<file path="src/rtl/fetch_pkg.sv">
// Shared fetch-path widths and the instruction entry payload carried from parser to decode.
package fetch_pkg;

  localparam int unsigned OFFSET_W    = 5;
  localparam int unsigned INDEX_W     = 8;
  localparam int unsigned TAG_W       = 64 - (OFFSET_W + INDEX_W);
  localparam int unsigned PAYLOAD_W   = 32;
  localparam int unsigned DEPTH_LOG2  = 3;
  localparam int unsigned DEPTH       = 1 << DEPTH_LOG2;
  localparam int unsigned STALL_SLACK = 2;
  localparam int unsigned PTR_W       = DEPTH_LOG2 + 1;
  localparam int unsigned COUNT_W     = DEPTH_LOG2 + 1;

  typedef struct packed {
    logic [PAYLOAD_W-1:0] payload;
    logic [TAG_W-1:0]     tag;
    logic [INDEX_W-1:0]   index;
    logic [OFFSET_W-1:0]  offset;
  } fetch_entry_t;

endpackage

</file>
<file path="src/rtl/fetch_queue_mem.sv">
// Entry storage for the fetch queue: synchronous write, asynchronous read.
module fetch_queue_mem
  import fetch_pkg::*;
(
  input  logic                  clock_i,
  input  logic                  wr_en,
  input  logic [DEPTH_LOG2-1:0] wr_addr,
  input  fetch_entry_t          wr_data,
  input  logic [DEPTH_LOG2-1:0] rd_addr,
  output fetch_entry_t          rd_data
);

  fetch_entry_t mem_q [DEPTH];

  // Write port; contents are not reset since the pointers qualify every read.
  always_ff @(posedge clock_i) begin
    if (wr_en) begin
      mem_q[wr_addr] <= wr_data;
    end
  end

  assign rd_data = mem_q[rd_addr];

endmodule

</file>
<file path="src/rtl/fetch_queue.sv">
// Fetch queue between the cacheline parser and decode, with early stall and sticky overflow.
module fetch_queue
  import fetch_pkg::*;
(
  input  logic                 clock_i,
  input  logic                 reset_n_i,
  input  logic                 flush_i,
  input  logic                 enable_i,
  input  logic [PAYLOAD_W-1:0] payload_i,
  input  logic [TAG_W-1:0]     tag_i,
  input  logic [INDEX_W-1:0]   index_i,
  input  logic [OFFSET_W-1:0]  offset_i,
  output logic                 stall_o,
  output logic                 overflow_o,
  output logic                 valid_o,
  input  logic                 ready_i,
  output logic [PAYLOAD_W-1:0] payload_o,
  output logic [TAG_W-1:0]     tag_o,
  output logic [INDEX_W-1:0]   index_o,
  output logic [OFFSET_W-1:0]  offset_o,
  output logic [COUNT_W-1:0]   count_o
);

  logic [PTR_W-1:0]   wr_ptr_q, wr_ptr_d;
  logic [PTR_W-1:0]   rd_ptr_q, rd_ptr_d;
  logic [COUNT_W-1:0] count_q, count_d;
  logic               valid_q, valid_d;
  logic               stall_q, stall_d;
  logic               ovf_q, ovf_d;

  logic               empty_c, full_c, push_c, pop_c, mem_we_c;
  fetch_entry_t       wr_entry, rd_entry;

  assign wr_entry = '{payload: payload_i, tag: tag_i, index: index_i, offset: offset_i};

  // Occupancy flags and handshake qualification; a full queue still accepts when the head leaves.
  always_comb begin
    empty_c  = (wr_ptr_q == rd_ptr_q);
    full_c   = (wr_ptr_q[PTR_W-1] != rd_ptr_q[PTR_W-1]) &&
               (wr_ptr_q[DEPTH_LOG2-1:0] == rd_ptr_q[DEPTH_LOG2-1:0]);
    pop_c    = !empty_c && ready_i;
    push_c   = enable_i && (!full_c || pop_c);
    mem_we_c = push_c && !flush_i;
  end

  // Next pointers and registered status; flush overrides push and pop.
  always_comb begin
    wr_ptr_d = wr_ptr_q;
    rd_ptr_d = rd_ptr_q;
    count_d  = count_q;
    valid_d  = valid_q;
    stall_d  = stall_q;
    ovf_d    = ovf_q;
    if (flush_i) begin
      wr_ptr_d = '0;
      rd_ptr_d = '0;
      count_d  = '0;
      valid_d  = 1'b0;
      stall_d  = 1'b0;
      ovf_d    = 1'b0;
    end else begin
      if (push_c) begin
        wr_ptr_d = wr_ptr_q + PTR_W'(1);
      end
      if (pop_c) begin
        rd_ptr_d = rd_ptr_q + PTR_W'(1);
      end
      count_d = COUNT_W'(wr_ptr_d - rd_ptr_d);
      valid_d = (count_d != '0);
      stall_d = ((COUNT_W'(DEPTH) - count_d) <= COUNT_W'(STALL_SLACK));
      if (enable_i && !push_c) begin
        ovf_d = 1'b1;
      end
    end
  end

  // State registers.
  always_ff @(posedge clock_i or negedge reset_n_i) begin
    if (!reset_n_i) begin
      wr_ptr_q <= '0;
      rd_ptr_q <= '0;
      count_q  <= '0;
      valid_q  <= 1'b0;
      stall_q  <= 1'b0;
      ovf_q    <= 1'b0;
    end else begin
      wr_ptr_q <= wr_ptr_d;
      rd_ptr_q <= rd_ptr_d;
      count_q  <= count_d;
      valid_q  <= valid_d;
      stall_q  <= stall_d;
      ovf_q    <= ovf_d;
    end
  end

  fetch_queue_mem u_mem (
    .clock_i (clock_i),
    .wr_en   (mem_we_c),
    .wr_addr (wr_ptr_q[DEPTH_LOG2-1:0]),
    .wr_data (wr_entry),
    .rd_addr (rd_ptr_q[DEPTH_LOG2-1:0]),
    .rd_data (rd_entry)
  );

  assign count_o    = count_q;
  assign valid_o    = valid_q;
  assign stall_o    = stall_q;
  assign overflow_o = ovf_q;
  assign payload_o  = rd_entry.payload;
  assign tag_o      = rd_entry.tag;
  assign index_o    = rd_entry.index;
  assign offset_o   = rd_entry.offset;

endmodule
</file>
<file path="config.mk">
export PLATFORM = sky130hd
export DESIGN_NAME = fetch_queue
export DESIGN_NICKNAME = d
export VERILOG_FILES = /design/src/rtl/fetch_pkg.sv /design/src/rtl/fetch_queue_mem.sv /design/src/rtl/fetch_queue.sv
export SDC_FILE = /design/constraint.sdc
export NUM_CORES = 1
export LEC_CHECK = 0
export ABC_AREA = 1
export BUFFER_PORTS_ARGS = -buffer_cell sky130_fd_sc_hd__clkbuf_2
export CORE_UTILIZATION = 54
export CTS_CLUSTER_DIAMETER = 150
export CTS_CLUSTER_SIZE = 12
export DETAILED_ROUTE_END_ITERATION = 12
export PLACE_DENSITY = 0.75
export SLEW_MARGIN = 25
export SYNTH_ARGS = -nofsm -noshare
export SYNTH_HDL_FRONTEND = slang
export SYNTH_SLANG_ARGS = --single-unit
</file>
<file path="constraint.sdc">
create_clock -name clock_i -period 10.4 [get_ports clock_i]
set_clock_uncertainty 0.15 [all_clocks]
set_input_delay 1.04 -clock clock_i [delete_from_list [all_inputs] [get_ports clock_i]]
set_output_delay 1.04 -clock clock_i [all_outputs]
set_load 0.05 [all_outputs]
</file>
==> metrics.cfg, run 1 <==
[yosys]
ys_seq_area_share_pct = 77.35
synth_edf_count = 768
yosysTopAreaCellShare_pct = 76.11
synthAdderAreaFrac_pct = 0.2890
syn_inst = 2312
synth_seq_cells = 783
synthMuxAreaShare_pct = 0
synth_warnings = 0
yosysTopAreaCell = edfxtp_1
synth-main-ff-cell = edfxtp_1
syn_area_mm2 = 0.03030
ys_types = 25
async_flop_share_pct = 1.916
synth-xor-area-share_pct = 0.1734
yosysMostFrequentCell = edfxtp_1
synth_commonest_cells = 768 x edfxtp_1, 693 x nor2_1, 385 x o21ai_0, 130 x clkbuf_1
postSynthAreaPerCell_um2 = 13.11
synth_top_family_by_area = compound AO/OA/AOI/OAI gates
synth_simple_gate_area_share_pct = 9.538
synth-compound-area-share_pct = 10.39
synth_nets = 2420
synth_area_leaders = edfxtp_1 76%, nor2_1 8.6%, o21ai_0 6.4%

[grt]
track_usage_pct = 23.71
grt_max_degree = 216
antenna_found_initial = 6
overflow = 0
grt_pass1_vias = 18670
grt_pass1_wl_mm = 103.3

[place]
placed_cells = 3141
io_buffer_count = 203
dpl_cell_area_mm2 = 0.03197
dp_slack_ps = 5412
gp_congestion = 0.8194
dpl.hpwl_mm = 33.89

[timing]
slew_headroom_pct = 31.50
clock.fmax_ghz = 0.1807
period_minus_slack_ps = 5534
rsz0062_at_grt = false
worst_pin_slew_ps = 1027
setup_viol = 0
timing.final.crit_share_pct = 53.21
finalHoldViolCount = 0
fin_tns_setup_ps = 0
timing.final.ws_setup_ps = 4866
maxSlewViolCount = 0

[worst_setup_path]
cp-end-kind = primary output
reg2regPathDepth = 11
path_class = reg2out
crit_required_ps = 9210
worst-path-max-fanout = 164
startpoint_type = flop
arrival_ps = 4340

[power_and_ir_drop]
switchingPower_uw = 3056
p_leak_uw = 0.01159
switching_share_pct = 35.59
peakVddDrop_mv = 0.1476
clockPowerShare_pct = 28.4
p_comb_share_pct = 29.2
seqPwrFrac_pct = 42.4
p_per_area_mw_per_mm2 = 252.0
intPower_uw = 5530

[layout]
syn_to_final_growth_pct = 12.45
layout.cells.non_filler = 3238
final_nets = 2578
final_area_mm2 = 0.03407
layout-drive-gt1-share_pct = 13.46

[floorplanning]
die_w_um = 238.9
die_area_mm2 = 0.05707
fp.dieH_um = 238.9
pin_count = 204
core-area_mm2 = 0.05531
fp-row-count = 86
start_util_pct = 54.79

[cts]
cts_root_buffer = clkbuf_16
htreeDepth = 3
clk_latency_ps = 610
cts_resized = 0
path_clk_slew_ps = 70
ctsHoldBuffers = 0
clock-sinks = 783
post_cts_buffers = 0
clock_path_buffers = 3
cts_tree = built
cts_made_buffers = 75

[routing]
viasPerCell = 5.857
drtAntennaViolNets = 0
drtPass1Iterations = 5
wl_per_cell_um = 20.75
wirelength_mm = 67.20
drc = 0
vias = 18970
drt_first_iter_violations = 1765

[hold_path]
hp-class = in2async

[job]
cap_violations = 0

[outcome]
outcome = completed

[per-layer routing]
metal  vias to the layer above  track usage (%)  wire, µm
li1                       8714                -         -
met1                      9426            31.51     27600
met2                       675            38.66     32910
met3                       138            4.896      4960
met4                        12            9.033      1637
met5                         -                0        90
[final timing paths]
check | from | to | slack, ps
worst max-delay path | rd_ptr_q[0] | tag_o[38] | 4870
worst min-delay path | reset_n_i | count_o[3] | 190
worst max register to register | rd_ptr_q[0] | u_mem.mem_q[7][23] | 5440
worst min register to register | overflow_o | overflow_o | 350
max in group asynchronous | reset_n_i | rd_ptr_q[0] | 9590
min in group clock_i | overflow_o | overflow_o | 350
[layout by cell type (no fill, tap or decap), drive strengths merged]
| cell type | count |
|---|---|
| clkbuf | 298 |
| a21oi | 3 |
| nand3b | 1 |
| nand4 | 1 |
| nor3 | 6 |
| nand2 | 45 |
| dfrtp | 15 |
| xor2 | 6 |
| a31oi | 96 |
| nor2 | 694 |
| o22ai | 96 |
| nand3 | 9 |
| o21ai | 386 |
| ha | 7 |
| edfxtp | 768 |
| diode | 1 |
| inv | 29 |
| nor4 | 1 |
| buf | 28 |
[sequential cells by signal, indices dropped and copies added, names as in the netlist]
name	cells
count_o	4
overflow_o	1
rd_ptr_q	4
stall_o	1
u_mem.mem_q	768
valid_o	1
wr_ptr_q	4
[power by group through the flow]
| stage | combinational (µW) | clock (µW) | sequential [µW] |
|---|---|---|---|
| after floorplan | 1880 | 0 | 3690 |
| after global placement | 2440 | 0 | 3700 |
| after detailed placement | 2500 | 0 | 3710 |
| after CTS | 2510 | 2480 | 3640 |
| after global routing | 2720 | 2590 | 3650 |
| final | 2500 | 2440 | 3640 |
[per-stage QoR]
stage | utilization (%) | hold WS (ps) | power (µW)
6_report | 61.61 | 189.9 | 8585
5_1_grt | 61.60 | 194.5 | 8960
4_1_cts | 61.59 | 164.3 | 8632
3_5_place_dp | 57.81 | 334.1 | 6211
3_3_place_gp | 57.81 | 337.4 | 6147
2_1_floorplan | - | 435.4 | 5572
[layout make-up]
| cell class | instances | area, µm² |
|---|---|---|
| well taps | 748 | 935.9 |
| flip-flops and latches | 783 | 23450 |
| repair buffers | 231 | 1246 |
| fillers | 4138 | 21230 |
| multi-input cells | 1351 | 6231 |
| inverters | 28 | 122.6 |
| diodes | 1 | 2.502 |
| clock buffers | 95 | 2079 |
| clock inverters | 1 | 11.26 |
[logic make-up after synthesis]
kind of cell,after synthesis
flip-flops,783
AND/OR/NAND/NOR,757
AO/OA/AOI/OAI,581
buffers and inverters,178
adder cells (fa/ha/maj),7
XOR/XNOR,6
[critical path: stages, from the launching register on]
cell and delay, ps:
dfrtp_4 810, inv_8 740, buf_4 900, o21ai_0 170, o22ai_1 170, nor2_1 60
a31oi_1 340, clkbuf_2 350
No activity file was read; power rests on OpenSTA's default activity.
==> run 2: changes to the inputs <==
- CORE_UTILIZATION: 54 -> 55
- PLACE_DENSITY: 0.75 -> 0.74
- clock period: 10.4 -> 5.2 ns (I/O delays scaled with it)
==> metrics.cfg, run 2 (synthesis results as in run 1) <==
[worst_setup_path]
cp-end-kind = primary output  ; unchanged
crit_required_ps = 4530  ; was 9210 ps
cpPeakStageDelay_ps = 710  ; was 900 ps
crit_slowest_cell = buf_4  ; unchanged
path_class = reg2out  ; unchanged
startpoint_type = flop  ; unchanged
arrival_ps = 3490  ; was 4340 ps
worst-path-max-fanout = 79  ; was 164
path_cells = inv_6, buf_4, o21ai_0, o22ai_1, nor2_1, a31oi_1, clkbuf_2  ; was inv_8, buf_4, o21ai_0, o22ai_1, nor2_1, a31oi_1, clkbuf_2

[grt]
grt_pass1_vias = 18670  ; about the same
grt_pass1_wl_mm = 105.5  ; was 103.3 mm
antenna_found_initial = 9  ; was 6
grt_max_degree = 219  ; was 216
track_usage_pct = 24.53  ; was 23.71%
overflow = 0  ; unchanged

[job]
cap_violations = 0  ; unchanged

[floorplanning]
core-area_mm2 = 0.05413  ; was 0.05531 mm²
pin_count = 204  ; unchanged
die_area_mm2 = 0.05604  ; was 0.05707 mm²
fp-row-count = 85  ; was 86
die_w_um = 236.7  ; was 238.9 µm
fp.dieH_um = 236.7  ; was 238.9 µm
start_util_pct = 55.98  ; was 54.79%

[layout]
final_common_cell = edfxtp_1  ; unchanged
final_nets = 2585  ; was 2578
fillers = 3873  ; was 4138
layout.cells.non_filler = 3193  ; was 3238
syn_to_final_growth_pct = 12.49  ; was 12.45%
layout-drive-gt1-share_pct = 13.36  ; was 13.46%
top_register = u_mem.mem_q  ; unchanged
fin_util_pct = 62.97  ; was 61.61%
largest_register_ffs = 768  ; unchanged
mostFrequentLayoutCells = 768 x edfxtp_1, 692 x nor2_1, 385 x o21ai_0  ; unchanged
final_area_mm2 = 0.03409  ; was 0.03407 mm²

[cts]
path_clk_slew_ps = 60  ; was 70 ps
clock-sinks = 783  ; unchanged
cts_tree = built  ; unchanged
cts_made_buffers = 75  ; unchanged
htreeDepth = 3  ; unchanged
clock_path_buffers = 3  ; unchanged
cts_root_buffer = clkbuf_16  ; unchanged
clk_latency_ps = 610  ; about the same
post_cts_buffers = 0  ; unchanged

[power_and_ir_drop]
p_per_area_mw_per_mm2 = 501.5  ; was 252.0 mW/mm²
p_leak_uw = 0.01161  ; was 0.01159 µW
total_power_uw = 17090  ; was 8585 µW
peakVddDrop_mv = 0.3863  ; was 0.1476 mV

[routing]
vias = 18840  ; was 18970
drc = 0  ; unchanged
drt_first_iter_violations = 2022  ; was 1765
viasPerCell = 5.901  ; was 5.857
wirelength_mm = 68.19  ; was 67.20 mm
drtPass1Iterations = 5  ; unchanged
drtAntennaViolNets = 0  ; unchanged
wl_per_cell_um = 21.36  ; was 20.75 µm

[timing]
finalHoldViolCount = 0  ; unchanged
period_minus_slack_ps = 4164
setup_viol = 0  ; unchanged
rsz0062_at_grt = false  ; unchanged
clock.fmax_ghz = 0.2401
maxSlewViolCount = 0  ; unchanged
slew_headroom_pct = 32.60  ; was 31.50%
fin_tns_setup_ps = 0  ; unchanged
worst_pin_slew_ps = 1011  ; was 1027 ps
timing.final.crit_share_pct = 80.08

[place]
dpl_cell_area_mm2 = 0.03199  ; was 0.03197 mm²
dpl.hpwl_mm = 34.76  ; was 33.89 mm
io_buffer_count = 203  ; unchanged
gp_congestion = 0.7978  ; was 0.8194
placed_cells = 3088  ; was 3141

[outcome]
outcome = completed  ; unchanged

[hold_path]
hp-class = in2reg  ; was in2async

==> run 2: cell count changes in the layout (fill, tap and decap cells not counted) <==
cell           delta
clkbuf_16         -6
inv_6             +1
nor3_4            +6
buf_6             -2
dlygate4sd3_1     +8
diode_2           +3
clkinv_8          +4
clkbuf_1          -2
nor3_2            -6
buf_12            +4
buf_4             -3
==> run 2: path summary, 6_finish.rpt <==
| kind | start | end | slack [ps] | cells past startpoint |
|---|---|---|---|---|
| max | rd_ptr_q[1] | payload_o[29] | 1040 | 7 |
| min | offset_i[2] | u_mem.mem_q[2][2] | 30 | 1 |
| max reg2reg | rd_ptr_q[2] | u_mem.mem_q[3][25] | 1440 | 10 |
| min reg2reg | overflow_o | overflow_o | 340 | 2 |
| max in group asynchronous | reset_n_i | rd_ptr_q[1] | 4320 | 2 |
| min in group asynchronous | reset_n_i | wr_ptr_q[1] | 240 | 2 |
==> run 2: report_power, final <==
group	leakage (µW)	total (µW)	internal, µW	switching (µW)
combinational	0.00351	5160	1190	3970
sequential	0.00713	7180	7120	66.0
clock	0.000977	4750	2600	2150
==> run 2: metrics by stage <==
| step | hold slack (ps) | worst slack (ps) |
|---|---|---|
| 2_1_floorplan | 74.41 | -849.8 |
| 3_3_place_gp | 322.8 | 1589 |
| 3_5_place_dp | 328.9 | 1453 |
| 4_1_cts | 2.457 | 1005 |
| 5_1_grt | 35.00 | 839.0 |
| 6_report | 25.82 | 1036 |
==> run 2: critical path, delay by kind of cell (launching register included) <==
family / cells / cell delay (ps)
AO/OA/AOI/OAI: 3 / 760
AND/OR/NAND/NOR: 1 / 60
buffers and inverters: 3 / 1530
flip-flops: 1 / 520
==> run 2: layer usage <==
layer / track usage (%) / part of all wire [%] / vias to the layer above
met2: 40.40 / 49 / 703
met5: 0 / 0.11 / -
met1: 33.10 / 41 / 9275
met3: 4.372 / 7.1 / 125
met4: 8.638 / 2.4 / 12
li1: - / - / 8726
==> run 2: area by class of cell <==
class,count,area (µm²),area share [%]
clock buffers,87,1922,5.638
clock inverters,6,85.08,0.2496
diodes,4,10.01,0.02937
flip-flops and latches,783,23450,68.78
well taps,696,870.8,2.555
multi-input cells,1351,6269,18.39
inverters,28,122.6,0.3597
repair buffers,238,1361,3.994
==> run 2: what timing repair did <==
action | CTS | global route
hold buffers | 8 | 0
resized for setup | 0 | 0
endpoints found under the hold margin | 62 | 0
